### src/rtl/chan_readout_arb.sv
// chan_readout_arb: round-robin arbiter granting 2**SIZE digitizer channels bounded bursts
// on the shared readout path. Optional idle-burst watchdog enabled by defining ARB_TIMEOUT_EN.
module chan_readout_arb #(
  parameter int SIZE      = 3,
  parameter int BURST_LEN = 16,
  parameter int TIMEOUT   = 64
) (
  input  logic                 clk,
  input  logic                 rst,
  input  logic [2**SIZE-1:0]   req,
  input  logic                 xfer,
  output logic [2**SIZE-1:0]   grant,
  output logic [SIZE-1:0]      grant_idx,
  output logic                 busy,
  output logic [7:0]           burst_cnt,
  output logic                 burst_done,
  output logic                 timeout_err
);

  localparam int N = 2**SIZE;
  localparam logic [7:0] LAST_BEAT = 8'(BURST_LEN - 1);

  typedef enum logic [1:0] {IDLE, BURST, GAP} state_t;

  state_t          state;
  logic [SIZE-1:0] last;
  logic [SIZE-1:0] win_idx;
  logic [SIZE-1:0] win_lo;
  logic [SIZE-1:0] win_hi;
  logic            found_lo;
  logic            found_hi;
  logic [N-1:0]    win_onehot;
  logic            tmo;
  logic            release_burst;

  // Lowest requester above the last-served channel, else lowest requester overall.
  always_comb begin
    win_lo   = '0;
    win_hi   = '0;
    found_lo = 1'b0;
    found_hi = 1'b0;
    for (int unsigned i = 0; i < N; i++) begin
      if (req[i] && !found_lo) begin
        win_lo   = SIZE'(i);
        found_lo = 1'b1;
      end
      if (req[i] && !found_hi && (i > 32'(last))) begin
        win_hi   = SIZE'(i);
        found_hi = 1'b1;
      end
    end
    win_idx = found_hi ? win_hi : win_lo;
    win_onehot = '0;
    win_onehot[win_idx] = 1'b1;
  end

`ifdef ARB_TIMEOUT_EN
  localparam logic [7:0] TMO_LAST = 8'(TIMEOUT - 1);

  logic [7:0] idle_cnt;

  always_ff @(posedge clk) begin
    if (rst || (state != BURST) || xfer) idle_cnt <= '0;
    else                                 idle_cnt <= idle_cnt + 8'd1;
  end

  assign tmo = (state == BURST) && !xfer && (idle_cnt == TMO_LAST);
`else
  // TIMEOUT only matters with the watchdog; both builds keep one parameter list.
  if (TIMEOUT >= 2) begin : g_no_watchdog
    assign tmo = 1'b0;
  end else begin : g_no_watchdog_lo
    assign tmo = 1'b0;
  end
`endif

  assign release_burst = (state == BURST) &&
                         ((xfer && (burst_cnt == LAST_BEAT)) || !req[grant_idx] || tmo);

  always_ff @(posedge clk) begin
    if (rst) begin
      state       <= IDLE;
      grant       <= '0;
      grant_idx   <= '0;
      busy        <= 1'b0;
      burst_cnt   <= '0;
      burst_done  <= 1'b0;
      timeout_err <= 1'b0;
      last        <= '1;
    end else begin
      case (state)
        IDLE: begin
          burst_done  <= 1'b0;
          timeout_err <= 1'b0;
          if (|req) begin
            state     <= BURST;
            grant     <= win_onehot;
            grant_idx <= win_idx;
            busy      <= 1'b1;
            burst_cnt <= '0;
          end
        end
        BURST: begin
          // The word on a release cycle still counts, including a coincident req drop.
          if (xfer && (burst_cnt != 8'hFF)) burst_cnt <= burst_cnt + 8'd1;
          if (release_burst) begin
            state       <= GAP;
            grant       <= '0;
            busy        <= 1'b0;
            burst_done  <= 1'b1;
            timeout_err <= tmo;
            last        <= grant_idx;
          end
        end
        GAP: begin
          state       <= IDLE;
          burst_done  <= 1'b0;
          timeout_err <= 1'b0;
        end
        default: state <= IDLE;
      endcase
    end
  end

endmodule

### config.mk
export PLATFORM = sky130hd
export DESIGN_NAME = chan_readout_arb
export DESIGN_NICKNAME = d
export VERILOG_FILES = /design/src/rtl/chan_readout_arb.sv
export SDC_FILE = /design/constraint.sdc
export NUM_CORES = 1
export LEC_CHECK = 0
export CORE_UTILIZATION = 55
export DETAILED_ROUTE_END_ITERATION = 8
export DONT_BUFFER_PORTS = 1
export GPL_ROUTABILITY_DRIVEN = 0
export PLACE_DENSITY = 0.83
export SLEW_MARGIN = 20
export SYNTH_ARGS = -nofsm -noshare
export SYNTH_HDL_FRONTEND = slang
export SYNTH_SLANG_ARGS = --single-unit
### constraint.sdc
create_clock -name clk -period 1.7 [get_ports clk]
set_input_delay 0.17 -clock clk [delete_from_list [all_inputs] [get_ports clk]]
set_output_delay 0.17 -clock clk [all_outputs]
set_load 0.005 [all_outputs]
==> impl_metrics.csv <==
group,metric,value,unit
global_route,antenna_found_initial,0,
critical_path,worst-path-max-fanout,7,
global_route,grt_pass1_wl,5560,µm
clocking,htree_levels,1,
timing,finalWorstSetupSlack,-0.211,ns
worst_hold_path,holdCritPathClass,"input port to flop",
floorplanning,core,2480,µm²
synth,synth_edf_count,0,
floorplanning,die_h,53.2,µm
worst_hold_path,hold_path_depth,2,
clocking,cts_made_buffers,3,
timing,timing.slew.headroom,0.557,
route,drc,0,
clocking,cts_sinks,26,
clocking,cts_buffer_depth,2,
layout,n_fill_cell,195,
timing,fmax,0.523,GHz
synth,synth_top_area_frac,0.361,
layout,n_antenna_cell,0,
timing,maxSlewViolCount,0,
floorplanning,fp.dieArea,2830,µm²
synth,ys_seq_elements,26,
critical_path,crit_chain,"mux4_2 -> mux2i_1 -> a21oi_2 -> nor2b_2 -> buf_4 -> buf_6 -> nand2b_4 -> a21oi_2",
route,drtIter0Drc,27,
clocking,clockRootBuffer,"clkbuf_4",
route,wl,3920,µm
timing,clock_skew,0.00918,ns
timing,post-route-period-util,1.12,
synth,syn_nets,168,
timing,holdWs,0.0146,ns
layout,area_growth,21.4,%
global_route,grt.total_usage,0.273,
synth,syn_area,1440,µm²
floorplanning,start_util,0.581,
critical_path,worst_r2r_endpoint,"busy",
critical_path,crit_arrival,2.11,ns
synth,ys_types,53,
placement,hpwl,2620,µm
layout,finalNonFillerCells,206,
critical_path,rr_startpoint,"grant_idx[1]",
synth,yosys_warnings,0,
critical_path,cp_data_required_time,1.90,ns
layout,final_cell_mix,"dfxtp_1 (20), buf_4 (20), nor2_1 (19)",
synth,ys_seq_area_frac,0.361,
synth,synth_area_per_cell,9.23,µm²
floorplanning,dieWidth,53.2,µm
run,drv_cap,0,
clocking,cts_tree,"built",
critical_path,slowest_delay,0.52,ns
clocking,insertion_delay,0.32,ns
floorplanning,row_count,18,
synth,synth_area_leaders,"dfxtp_1 (36%), nor2_1 (5.0%), a21oi_1 (4.5%)",
outcome,status,"complete, but fails checks",
route,drt-pass1-iter-count,4,
placement,port_buffers,0,
critical_path,crit_slowest_cell,"mux4_2",
layout,final_nets,189,
critical_path,reg2reg_slack,-0.21,ns
placement,dp_worst_setup_slack,-0.228,ns
timing,rsz0062_at_grt,"yes",
timing,fin_setup_tns,-2.22,ns
route,vias,1378,
global_route,grt_overflow_total,0,
floorplanning,ios,33,
route,wl_per_cell,19.0,µm
worst_hold_path,worstHoldStart,"rst",
synth,synth_area_leader_cell,"dfxtp_1",
critical_path,crit_top_cell,"a21oi_2",
critical_path,reg2reg_depth,8,
layout,final_core_utilization,0.706,
critical_path,worst_setup_path_end_kind,"flop",
timing,setup_viol,15,
power_and_ir_drop,power.density,1240,nW/µm²
global_route,grt_pass1_vias,1288,
power_and_ir_drop,p_leak,0.637,nW
synth,ys_async_sr_fraction,0,
critical_path,path_class,"flop to flop",
timing,tightest_slew,0.656,ns
critical_path,crit_end,"busy",
clocking,clkTransAtPathRegs,0.14,ns
timing,hold_viol,0,
synth,syn-instance-count,156,
route,drt-vias-per-instance,6.69,
power_and_ir_drop,ir_drop,0.778,mV
route,ant_nets,0,
synth,synth_ff_type,"dfxtp_1",
global_route,grt_max_degree,15,
critical_path,crit_path_start,"grant_idx[1]",
critical_path,startpoint_type,"flop",
timing,min_period,1.91,ns
placement,dp.cells,195,
outcome,violations,"setup timing",
layout,drive_above_1_share,0.364,
critical path: cells and delay by family (launching register included):
family | cells | cell delay [ns]
flip-flops | 1 | 0.38
buffers and inverters | 2 | 0.24
AND/OR/NAND/NOR | 2 | 0.28
multiplexers | 2 | 0.77
AO/OA/AOI/OAI | 2 | 0.12
worst min path at each step:
| stage | end |
|---|---|
| final | last[2] |
| after global placement | grant_idx[1] |
| after CTS | last[1] |
| after floorplan | state[1] |
| after global routing | last[1] |
| after detailed placement | grant_idx[1] |
report_power, final:
group          total (W)  internal [W]  switching, W
clock           0.000310      0.000131      0.000179
sequential      0.000852      0.000727      0.000125
combinational    0.00100      0.000459      0.000544
total            0.00217       0.00132      0.000848
per-layer routing:
metal,vias to the layer above,part of all wire,GRT usage
met5,-,0,0
met2,54,0.53,0.502
met1,683,0.38,0.289
li1,629,-,-
met3,12,0.064,0.0546
met4,0,0.026,0.136
what timing repair did:
item / CTS / global route
resized for setup: 8 / 18
endpoints found under the setup margin: 15 / 21
buffers inserted: 4 / 2
hold buffers: 1 / 0
hold endpoints to repair: 12 / 0
pin swaps: 7 / 5
cells in the mapped netlist, drive strengths merged, types with 4 or more instances:
master,count
a211o,4
nor4,5
nor3,4
nand2b,7
nor2,20
xor2,4
dfxtp,26
o21ai,5
a211oi,4
a32o,4
a21oi,14
buf,4
nand2,10
final cells by class:
cell class                      count  area, µm²  area share
Clock buffer                        4       36.3      0.0208
Inverter                            2       7.51     0.00429
Multi-Input combinational cell    122        965       0.552
Sequential cell                    26        531       0.304
Tap cell                           30       37.5      0.0215
Timing Repair Buffer               22        171      0.0981
stage by stage:
stage / power, W / cell area, µm²
6_report: 0.00217 / 1750
5_1_grt: 0.00227 / 1750
4_1_cts: 0.00199 / 1640
3_5_place_dp: 0.00161 / 1540
3_3_place_gp: 0.00158 / 1540
2_1_floorplan: 0.00142 / 1440
cell families after synthesis:
group / after synthesis / synth area share
other: 1 / 0.00260
AOI/OAI and AO/OA: 46 / 0.255
adders and majority gates: 1 / 0.00869
DFF: 26 / 0.361
xor gates and xnor gates: 4 / 0.0243
and+or+nand+nor: 66 / 0.257
muxes: 4 / 0.0513
buffers and inverters: 8 / 0.0391
sequential cells by signal, summed over array words and instances (netlist names):
signal / count
grant: 8
last: 3
busy: 1
burst_cnt: 8
burst_done: 1
grant_idx: 3
state: 2
Note: power is estimated with default switching activity, not from simulation.
